## config.mk

```make
export PLATFORM = sky130hd
export DESIGN_NAME = ldpc_frame_xor_accumulator_flat
export DESIGN_NICKNAME = d
export VERILOG_FILES = /design/src/rtl/ldpc_frame_xor_accumulator_if.sv /design/src/rtl/ldpc_frame_xor_accumulator.sv /design/src/flat_wrapper.sv
export SDC_FILE = /design/constraint.sdc
export NUM_CORES = 2
export LEC_CHECK = 0
export BUFFER_PORTS_ARGS = -buffer_cell sky130_fd_sc_hd__buf_2
export CORE_MARGIN = 5
export CORE_UTILIZATION = 55
export CTS_BUF_LIST = sky130_fd_sc_hd__clkbuf_8
export DETAILED_ROUTE_END_ITERATION = 16
export PLACE_DENSITY_LB_ADDON = 0.25
export SETUP_SLACK_MARGIN = 0.3
export SLEW_MARGIN = 20
export SYNTH_ARGS = -nofsm -noshare
export SYNTH_HDL_FRONTEND = slang
export SYNTH_SLANG_ARGS = --single-unit
```

## constraint.sdc

```tcl
create_clock -name i_clock -period 6.27 [get_ports i_clock]
set_input_delay 0.3135 -clock i_clock [delete_from_list [all_inputs] [get_ports i_clock]]
set_output_delay 0.3135 -clock i_clock [all_outputs]
set_load 0.01 [all_outputs]
```

## src/rtl/ldpc_frame_xor_accumulator_if.sv

```systemverilog
// Word-stream handshake bundle for the LDPC frame XOR accumulator.
// Carries one input stream and one output stream, both valid/ready.
interface ldpc_frame_xor_accumulator_if #(
   parameter int unsigned WIDTH = 96
);
   logic [WIDTH-1:0] i_input_data;
   logic             i_input_valid;
   logic             o_input_ready;
   logic [WIDTH-1:0] o_output_data;
   logic             o_output_valid;
   logic             i_output_ready;
   logic             o_output_last;

   // Accumulator side
   modport slave (
      input  i_input_data,
      input  i_input_valid,
      output o_input_ready,
      output o_output_data,
      output o_output_valid,
      input  i_output_ready,
      output o_output_last
   );

   // Producer/consumer side
   modport master (
      output i_input_data,
      output i_input_valid,
      input  o_input_ready,
      input  o_output_data,
      input  o_output_valid,
      output i_output_ready,
      input  o_output_last
   );
endinterface

```

## src/rtl/ldpc_frame_xor_accumulator.sv

```systemverilog
// XOR-accumulates NUM_FRAMES consecutive LENGTH-word frames into one sum frame.
// Two ping-pong banks: one fills while the other drains.
module ldpc_frame_xor_accumulator #(
   parameter int unsigned WIDTH      = 96,
   parameter int unsigned LENGTH     = 11,
   parameter int unsigned NUM_FRAMES = 2
) (
   input  logic                          i_clock,
   input  logic                          i_reset,
   ldpc_frame_xor_accumulator_if.slave   bus
);
   localparam int unsigned FW_W = (LENGTH > 1) ? $clog2(LENGTH) : 1;
   localparam int unsigned FF_W = (NUM_FRAMES > 1) ? $clog2(NUM_FRAMES) : 1;
   localparam logic [FW_W-1:0] FW_LAST = FW_W'(LENGTH - 1);
   localparam logic [FF_W-1:0] FF_LAST = FF_W'(NUM_FRAMES - 1);

   logic [WIDTH-1:0] bank_q [2][LENGTH];
   logic [WIDTH-1:0] bank_d [2][LENGTH];
   logic [1:0]       full_q, full_d;
   logic             fill_bank_q, fill_bank_d;
   logic             read_bank_q, read_bank_d;
   logic [FW_W-1:0]  fw_q, fw_d;
   logic [FF_W-1:0]  ff_q, ff_d;
   logic [FW_W-1:0]  rw_q, rw_d;

   logic in_ready_c;
   logic out_valid_c;
   logic in_fire_c;
   logic out_fire_c;

   // Handshake qualifiers; reset forces both sides idle
   assign in_ready_c  = !full_q[fill_bank_q] && !i_reset;
   assign out_valid_c = full_q[read_bank_q] && !i_reset;
   assign in_fire_c   = bus.i_input_valid && in_ready_c;
   assign out_fire_c  = out_valid_c && bus.i_output_ready;

   assign bus.o_input_ready  = in_ready_c;
   assign bus.o_output_valid = out_valid_c;
   assign bus.o_output_data  = out_valid_c ? bank_q[read_bank_q][rw_q] : '0;
   assign bus.o_output_last  = out_valid_c && (rw_q == FW_LAST);

   // Fill and drain bookkeeping; the two sides always touch different banks
   always_comb begin
      bank_d      = bank_q;
      full_d      = full_q;
      fill_bank_d = fill_bank_q;
      read_bank_d = read_bank_q;
      fw_d        = fw_q;
      ff_d        = ff_q;
      rw_d        = rw_q;

      if (in_fire_c) begin
         // First frame of a group overwrites, so no clear pass is needed
         if (ff_q == '0) begin
            bank_d[fill_bank_q][fw_q] = bus.i_input_data;
         end else begin
            bank_d[fill_bank_q][fw_q] = bank_q[fill_bank_q][fw_q] ^ bus.i_input_data;
         end
         if (fw_q == FW_LAST) begin
            fw_d = '0;
            if (ff_q == FF_LAST) begin
               ff_d                = '0;
               full_d[fill_bank_q] = 1'b1;
               fill_bank_d         = ~fill_bank_q;
            end else begin
               ff_d = ff_q + FF_W'(1);
            end
         end else begin
            fw_d = fw_q + FW_W'(1);
         end
      end

      if (out_fire_c) begin
         if (rw_q == FW_LAST) begin
            rw_d                = '0;
            full_d[read_bank_q] = 1'b0;
            read_bank_d         = ~read_bank_q;
         end else begin
            rw_d = rw_q + FW_W'(1);
         end
      end
   end

   always_ff @(posedge i_clock) begin
      if (i_reset) begin
         full_q      <= '0;
         fill_bank_q <= 1'b0;
         read_bank_q <= 1'b0;
         fw_q        <= '0;
         ff_q        <= '0;
         rw_q        <= '0;
      end else begin
         full_q      <= full_d;
         fill_bank_q <= fill_bank_d;
         read_bank_q <= read_bank_d;
         fw_q        <= fw_d;
         ff_q        <= ff_d;
         rw_q        <= rw_d;
      end
   end

   // Bank storage is not reset; full flags guard against stale reads
   always_ff @(posedge i_clock) begin
      bank_q <= bank_d;
   end
endmodule
```

## src/flat_wrapper.sv

```systemverilog
// flat-port wrapper written by rule: the top's interface ports become plain ports
module ldpc_frame_xor_accumulator_flat 
#(
   parameter int unsigned WIDTH      = 96,
   parameter int unsigned LENGTH     = 11,
   parameter int unsigned NUM_FRAMES = 2
)
  (i_clock, i_reset, bus_i_input_data, bus_i_input_valid, bus_o_input_ready, bus_o_output_data, bus_o_output_valid, bus_i_output_ready, bus_o_output_last);
  ldpc_frame_xor_accumulator_if #(.WIDTH(WIDTH)) bus_i ();
  input  logic i_clock;
  input  logic i_reset;
  input wire logic [$bits(bus_i.i_input_data)-1:0] bus_i_input_data;
  input wire logic [$bits(bus_i.i_input_valid)-1:0] bus_i_input_valid;
  output wire logic [$bits(bus_i.o_input_ready)-1:0] bus_o_input_ready;
  output wire logic [$bits(bus_i.o_output_data)-1:0] bus_o_output_data;
  output wire logic [$bits(bus_i.o_output_valid)-1:0] bus_o_output_valid;
  input wire logic [$bits(bus_i.i_output_ready)-1:0] bus_i_output_ready;
  output wire logic [$bits(bus_i.o_output_last)-1:0] bus_o_output_last;
  assign bus_i.i_input_data = bus_i_input_data;
  assign bus_i.i_input_valid = bus_i_input_valid;
  assign bus_o_input_ready = bus_i.o_input_ready;
  assign bus_o_output_data = bus_i.o_output_data;
  assign bus_o_output_valid = bus_i.o_output_valid;
  assign bus_i.i_output_ready = bus_i_output_ready;
  assign bus_o_output_last = bus_i.o_output_last;
  ldpc_frame_xor_accumulator #(.WIDTH(WIDTH), .LENGTH(LENGTH), .NUM_FRAMES(NUM_FRAMES)) u_core (.i_clock(i_clock), .i_reset(i_reset), .bus(bus_i));
endmodule
```

* Word-level counts from Yosys, hierarchy flattened
Index checks and enable logic that the tools add are counted. Widths: inputs -> output; s select.
Word-level totals: memories kept 0, bits in registers 2125, input port bits 100, RAM bits 0, output and inout port bits 99, bits in latches 0, bits in read-only memories 0, word-level logic and storage cells 103
Cells by class: divide/modulo/power cells 0, multiplexer cells 36, bitwise logic cells 10, reduce and logical (&&, ||, !) cells 14, equality and inequality tests 2, $mul 0, add/subtract/negate cells 3, order comparisons 10, shift-type cells 0
Operators by type and width (number):
- $mux 1056 | 7
- $bwmux 2112 | 2
- $mux 2112 | 1
- $demux 1056 s1 | 1
- $bmux 96 s4 | 2
- $mux 96 | 6
- $demux 96 s4 | 1
- $xor 96x96->96 | 1
- $ge 5x5->1 const B | 2
- $mux 2 | 5
- $not 4->5 | 2
- $logic_and 1x1->1 | 9
- $add 4x1->4 const B | 2
- $eq 4x4->1 const B | 2
- $mux 4 | 2
- $mux 1 | 7
- $lt 5x1->1 const B | 1
- $ge 2x2->1 const B | 2
- $lt 1x2->1 const B | 2
- $not 1->2 | 2
- $reduce_and 2->1 | 2
- $reduce_and 3->1 | 1
- $and 2x2->2 | 1
- $demux 1 s1 | 2
- other kinds (7) | 10

* Logic depth before layout (Yosys ltp)
word-level depth 11, gate-level depth with buffers 11, depth with buffers taken out 6

* Worst setup path after synthesis
OpenSTA, ideal clock, no wires.
kind register -> register, start register, netlist name u_core.fw_q[0], end register u_core.bank_q[1824] (netlist bit) (enable), setup time 552 ps, data required time 5718 ps, slack 10 ps, path buffers 6, period minus slack after synthesis 6260 ps, stages on the path, launching flop included 11, arrival time 5708 ps, path through dfxtp_1 buf_4 nand2b_1 buf_4 buf_6 buf_2 nor2_2 nand2_1 buf_2 clkbuf_1 nor2_1
RTL lines:
- to (signal assigned) | line ldpc_frame_xor_accumulator.sv:104 | bank_q <= bank_d;
- to (decl) | line ldpc_frame_xor_accumulator.sv:17 | logic [WIDTH-1:0] bank_q [2][LENGTH];

* Worst setup path in the final report
start register u_core.read_bank_q, end output port bus_o_output_data[81]
Between the ends: word-level cells in the longest chain between the ends 8, elaborated cells on any way between the ends 11, classes of those cells mux (9); bitwise (1); reduce/logical (1)
RTL lines:
- from (decl) | line ldpc_frame_xor_accumulator.sv:21 | logic read_bank_q, read_bank_d;
- from (signal assigned) | line ldpc_frame_xor_accumulator.sv:95 | read_bank_q <= read_bank_d;
- $not 1->2 (implied by the code) | line ldpc_frame_xor_accumulator.sv:39 | assign bus.o_output_data = out_valid_c ? bank_q[read_bank_q][rw_q] : '0;
- $mux 1056 (implied by the code) (3 in a row) | line ldpc_frame_xor_accumulator.sv:39
- $bmux 96 s4 | line ldpc_frame_xor_accumulator.sv:39
- $mux 96 (implied by the code) (2 in a row) | line ldpc_frame_xor_accumulator.sv:39
- $mux 96 * | line ldpc_frame_xor_accumulator.sv:39
- to (decl) | line flat_wrapper.sv:15 | output wire logic [$bits(bus_i.o_output_data)-1:0] bus_o_output_data;
Mark *: on every way between the ends. The rest lies on a longest branch, timed or not. The select of a mux whose other input is x is not followed.

==> results.toml <==
[yosys]
synth_cells = 8784
async_reset_ff_share_pct = 0
ys_ff_latch = 2125
synth_edf_count = 2112
syn_area_sq_um = 114000
syn-num-nets = 8884
syn_avg_cell_area_sq_um = 12.9
ys_types = 50
yosys_warnings = 0
ys_top_cells_by_area = "edfxtp_1 (56%), mux4_2 (12%), mux2i_1 (10%), nor3_1 (9.3%), o22ai_1 (3.1%)"
yosysSeqAreaShare_pct = 56.0
yosys.area.top_type = "edfxtp_1"
synth_ff_type = "edfxtp_1"
yosysTopAreaCellShare_pct = 55.8

[die]
core_sq_um = 206000
die_h_um = 465
start_util_pct = 55.1
fp-row-count = 167
dieArea_sq_um = 216000
ios = 199
die_w_um = 465

[cts]
cts.sinks = 2125
path_clk_slew_ns = 0.06
cts_buffers = 362
clock_latency_ns = 1.11
post-cts-setup-buffers = 0
clock_path_buffers = 4
htree_levels = 5
cts-root-buf = "clkbuf_8"
cts_tree = "yes"

[sta]
setup_tns_ns = 0
drv_slew = 0
clock.fmax_ghz = 0.196
rsz0062_at_grt = "false"
finalCritPeriodShare_pct = 81.3
tightest_slew_ns = 1.37
setup_ws_ns = 1.17
slew_headroom_pct = 8.70
finalSetupViolations = 0
finalHoldViolations = 0
fin_crit_ns = 5.10
finalClockSkew_ns = 0.0962

[placed_design]
portBuffers = 198
place.gp.congestion = 0.823
dpl.hpwl_mm = 200
place_area_sq_um = 116000
place_worst_setup_slack_ns = 1.53

[detailed_routing]
num_vias = 86600
viasPerCell = 7.45
drc = 0
ant_nets = 0
routed_wl_mm = 409
firstDrtPassIters = 6
wl_per_cell_um = 35.2
drtIter0Drc = 14100

[power_and_ir_drop]
power.internal_uw = 21400
p_comb_share_pct = 4.1
power.share.sequential_pct = 55.5
power.leakage_uw = 0.0373
p_sw_uw = 6530
power_density_nw_per_um2 = 226
p_clk_share_pct = 40.4
swShare_pct = 23.4
peakVddDrop_v = 0.000170

[outcome]
outcome = "finished clean"

[run]
max_cap_viol_count = 0

[worst_setup_path]
endpoint = "bus_o_output_data[81]"
path_cells = "buf_12, buf_4, buf_4, mux4_2, mux4_2, nor2b_1, a21oi_1, nor2_1, buf_2"
worst-path-stages = 9
start_kind = "register"
critPathMaxStageDelay_ns = 0.93
worstReg2RegStart = "u_core.fill_bank_q"
r2r_end = "u_core.bank_q[2073]"
critPathMaxFanout = 33
crit_buf_inv = 4
cpMaxStageDelayCell = "dfxtp_4"
worstSetupStartpoint = "u_core.read_bank_q"
path_class = "reg -> out"
worstSetupEndpointType = "output port"
ff2ff_path_depth = 9
cp_top_family = "buffers and inverters"
required_ns = 5.96
crit_arrival_ns = 4.79
r2r_slack_ns = 1.38

[global_route]
grtUsageTotal_pct = 36.9
grt.overflow.total = 0
antenna_found_initial = 7
grt_pass1_wl_mm = 584
grt_max_degree = 139
grt_pass1_vias = 84900

[layout]
finalInstanceArea_sq_um = 123000
num-nets-final = 8748
final_layout_size_suffix_gt1_share_pct = 17.4
fill_cells = 16200
area_growth_syn_to_layout_pct = 8.46

[min_path]
min_path_type = "in -> reg"
## Yosys cell counts (10+ instances only)
| cell | n |
|---|---|
| mux2i_1 | 1140 |
| mux4_2 | 583 |
| dfxtp_1 | 13 |
| nand2_1 | 31 |
| a31oi_1 | 96 |
| inv_1 | 193 |
| buf_2 | 554 |
| a21oi_1 | 103 |
| edfxtp_1 | 2112 |
| nor2b_1 | 101 |
| o22ai_1 | 569 |
| nor3_2 | 10 |
| clkbuf_1 | 358 |
| nor3_1 | 2103 |
| o21ai_0 | 251 |
| buf_6 | 40 |
| buf_1 | 60 |
| o21ai_1 | 34 |
| buf_4 | 63 |
| and4_1 | 97 |
| nor2_1 | 223 |
## tightest hold or removal path, delay by kind of cell
kind / cells / cell delay (ns)
buffers and inverters: 3 / 0.42
AND/OR/NAND/NOR: 1 / 0.17
AO/OA/AOI/OAI: 1 / 0.05
## per-layer routing
layer / share of wire [%] / vias up / global-route usage (%)
met5: 0.0049 / - / 0.0668
met4: 6.0 / 2 / 19.0
met1: 34 / 42600 / 48.3
li1: - / 34500 / -
met2: 44 / 7956 / 56.1
met3: 16 / 1551 / 11.1
## worst min path at each step
stage | depth (start not counted) | endpoint | startpoint
after global routing | 4 | u_core.bank_q[1436] | bus_i_input_data[92]
after detailed placement | 2 | u_core.full_q[1] | u_core.full_q[1]
after floorplan | 1 | u_core.full_q[1] | bus_i_output_ready
final | 5 | u_core.bank_q[865] | bus_i_input_data[1]
after global placement | 2 | u_core.full_q[1] | u_core.full_q[1]
after CTS | 5 | u_core.bank_q[961] | bus_i_input_data[1]
## placed cells by master, fill, tap and decap left out, types with 10 or more instances in the layout
| cell | instances |
|---|---|
| nor2_4 | 21 |
| buf_2 | 198 |
| a31oi_1 | 94 |
| a21oi_1 | 103 |
| nor2b_1 | 100 |
| mux2i_1 | 1140 |
| clkbuf_8 | 372 |
| nor3_2 | 10 |
| o22ai_1 | 569 |
| buf_12 | 58 |
| nor2_1 | 202 |
| dlygate4sd3_1 | 94 |
| clkinv_2 | 29 |
| edfxtp_1 | 2112 |
| nor3_1 | 2103 |
| inv_1 | 309 |
| nand2_1 | 13 |
| diode_2 | 11 |
| o21ai_0 | 251 |
| o21ai_1 | 34 |
| clkinv_1 | 97 |
| nand2_4 | 18 |
| and4_1 | 96 |
| mux4_2 | 583 |
| buf_4 | 224 |
## state kept, by name, summed over array words and instances (netlist names)
| signal | flops |
|---|---|
| u_core.full_q | 2 |
| u_core.fill_bank_q | 1 |
| u_core.read_bank_q | 1 |
| u_core.ff_q | 1 |
| u_core.bank_q | 2112 |
| u_core.rw_q | 4 |
| u_core.fw_q | 4 |
## final cells by class
cell class                      instances  area (sq um)  share of cell area [%]
Sequential cell                      2125         63700                    51.6
Multi-Input combinational cell       5387         44500                    36.1
Clock buffer                          372          5120                    4.15
Timing Repair Buffer                  576          4810                    3.90
Tap cell                             2704          3380                    2.74
Clock inverter                        249          1070                   0.871
Inverter                              196           743                   0.602
Antenna cell                           11          27.5                  0.0223
## kinds of logic after synthesis
group	synth area share (%)
buf+inv	5.28
flops	56.0
xor+xnor	0.0385
compound gates	5.47
mux	21.6
simple gates	11.7
## power by group through the flow
stage                     clock network, uW  logic (uW)  registers [uW]
after floorplan                           0         696           15800
after global placement                    0        1030           15800
after detailed placement                  0        1040           15800
after CTS                             11300        1090           15500
after global routing                  12000        1180           15500
final                                 11300        1140           15500
## stage by stage
stage                     utilization [%]  total power (uW)  hold WS (ns)  std cells
final                                59.8             27900        0.0595      11600
after global routing                 59.7             28700        0.0634      11600
after CTS                            59.7             27900        0.0120      11600
after detailed placement             56.3             16800         0.530      10900
after global placement               56.3             16800         0.519      10900
after floorplan                         -             16500         0.430       8784
## what timing repair did
| action | in CTS | in global routing |
|---|---|---|
| endpoints found under the hold margin | 1419 | 0 |
| hold buffers | 94 | 0 |
| endpoints found under the setup margin | 0 | 0 |
| gates resized for setup | 0 | 0 |
Power figures use the tool's default switching activity.
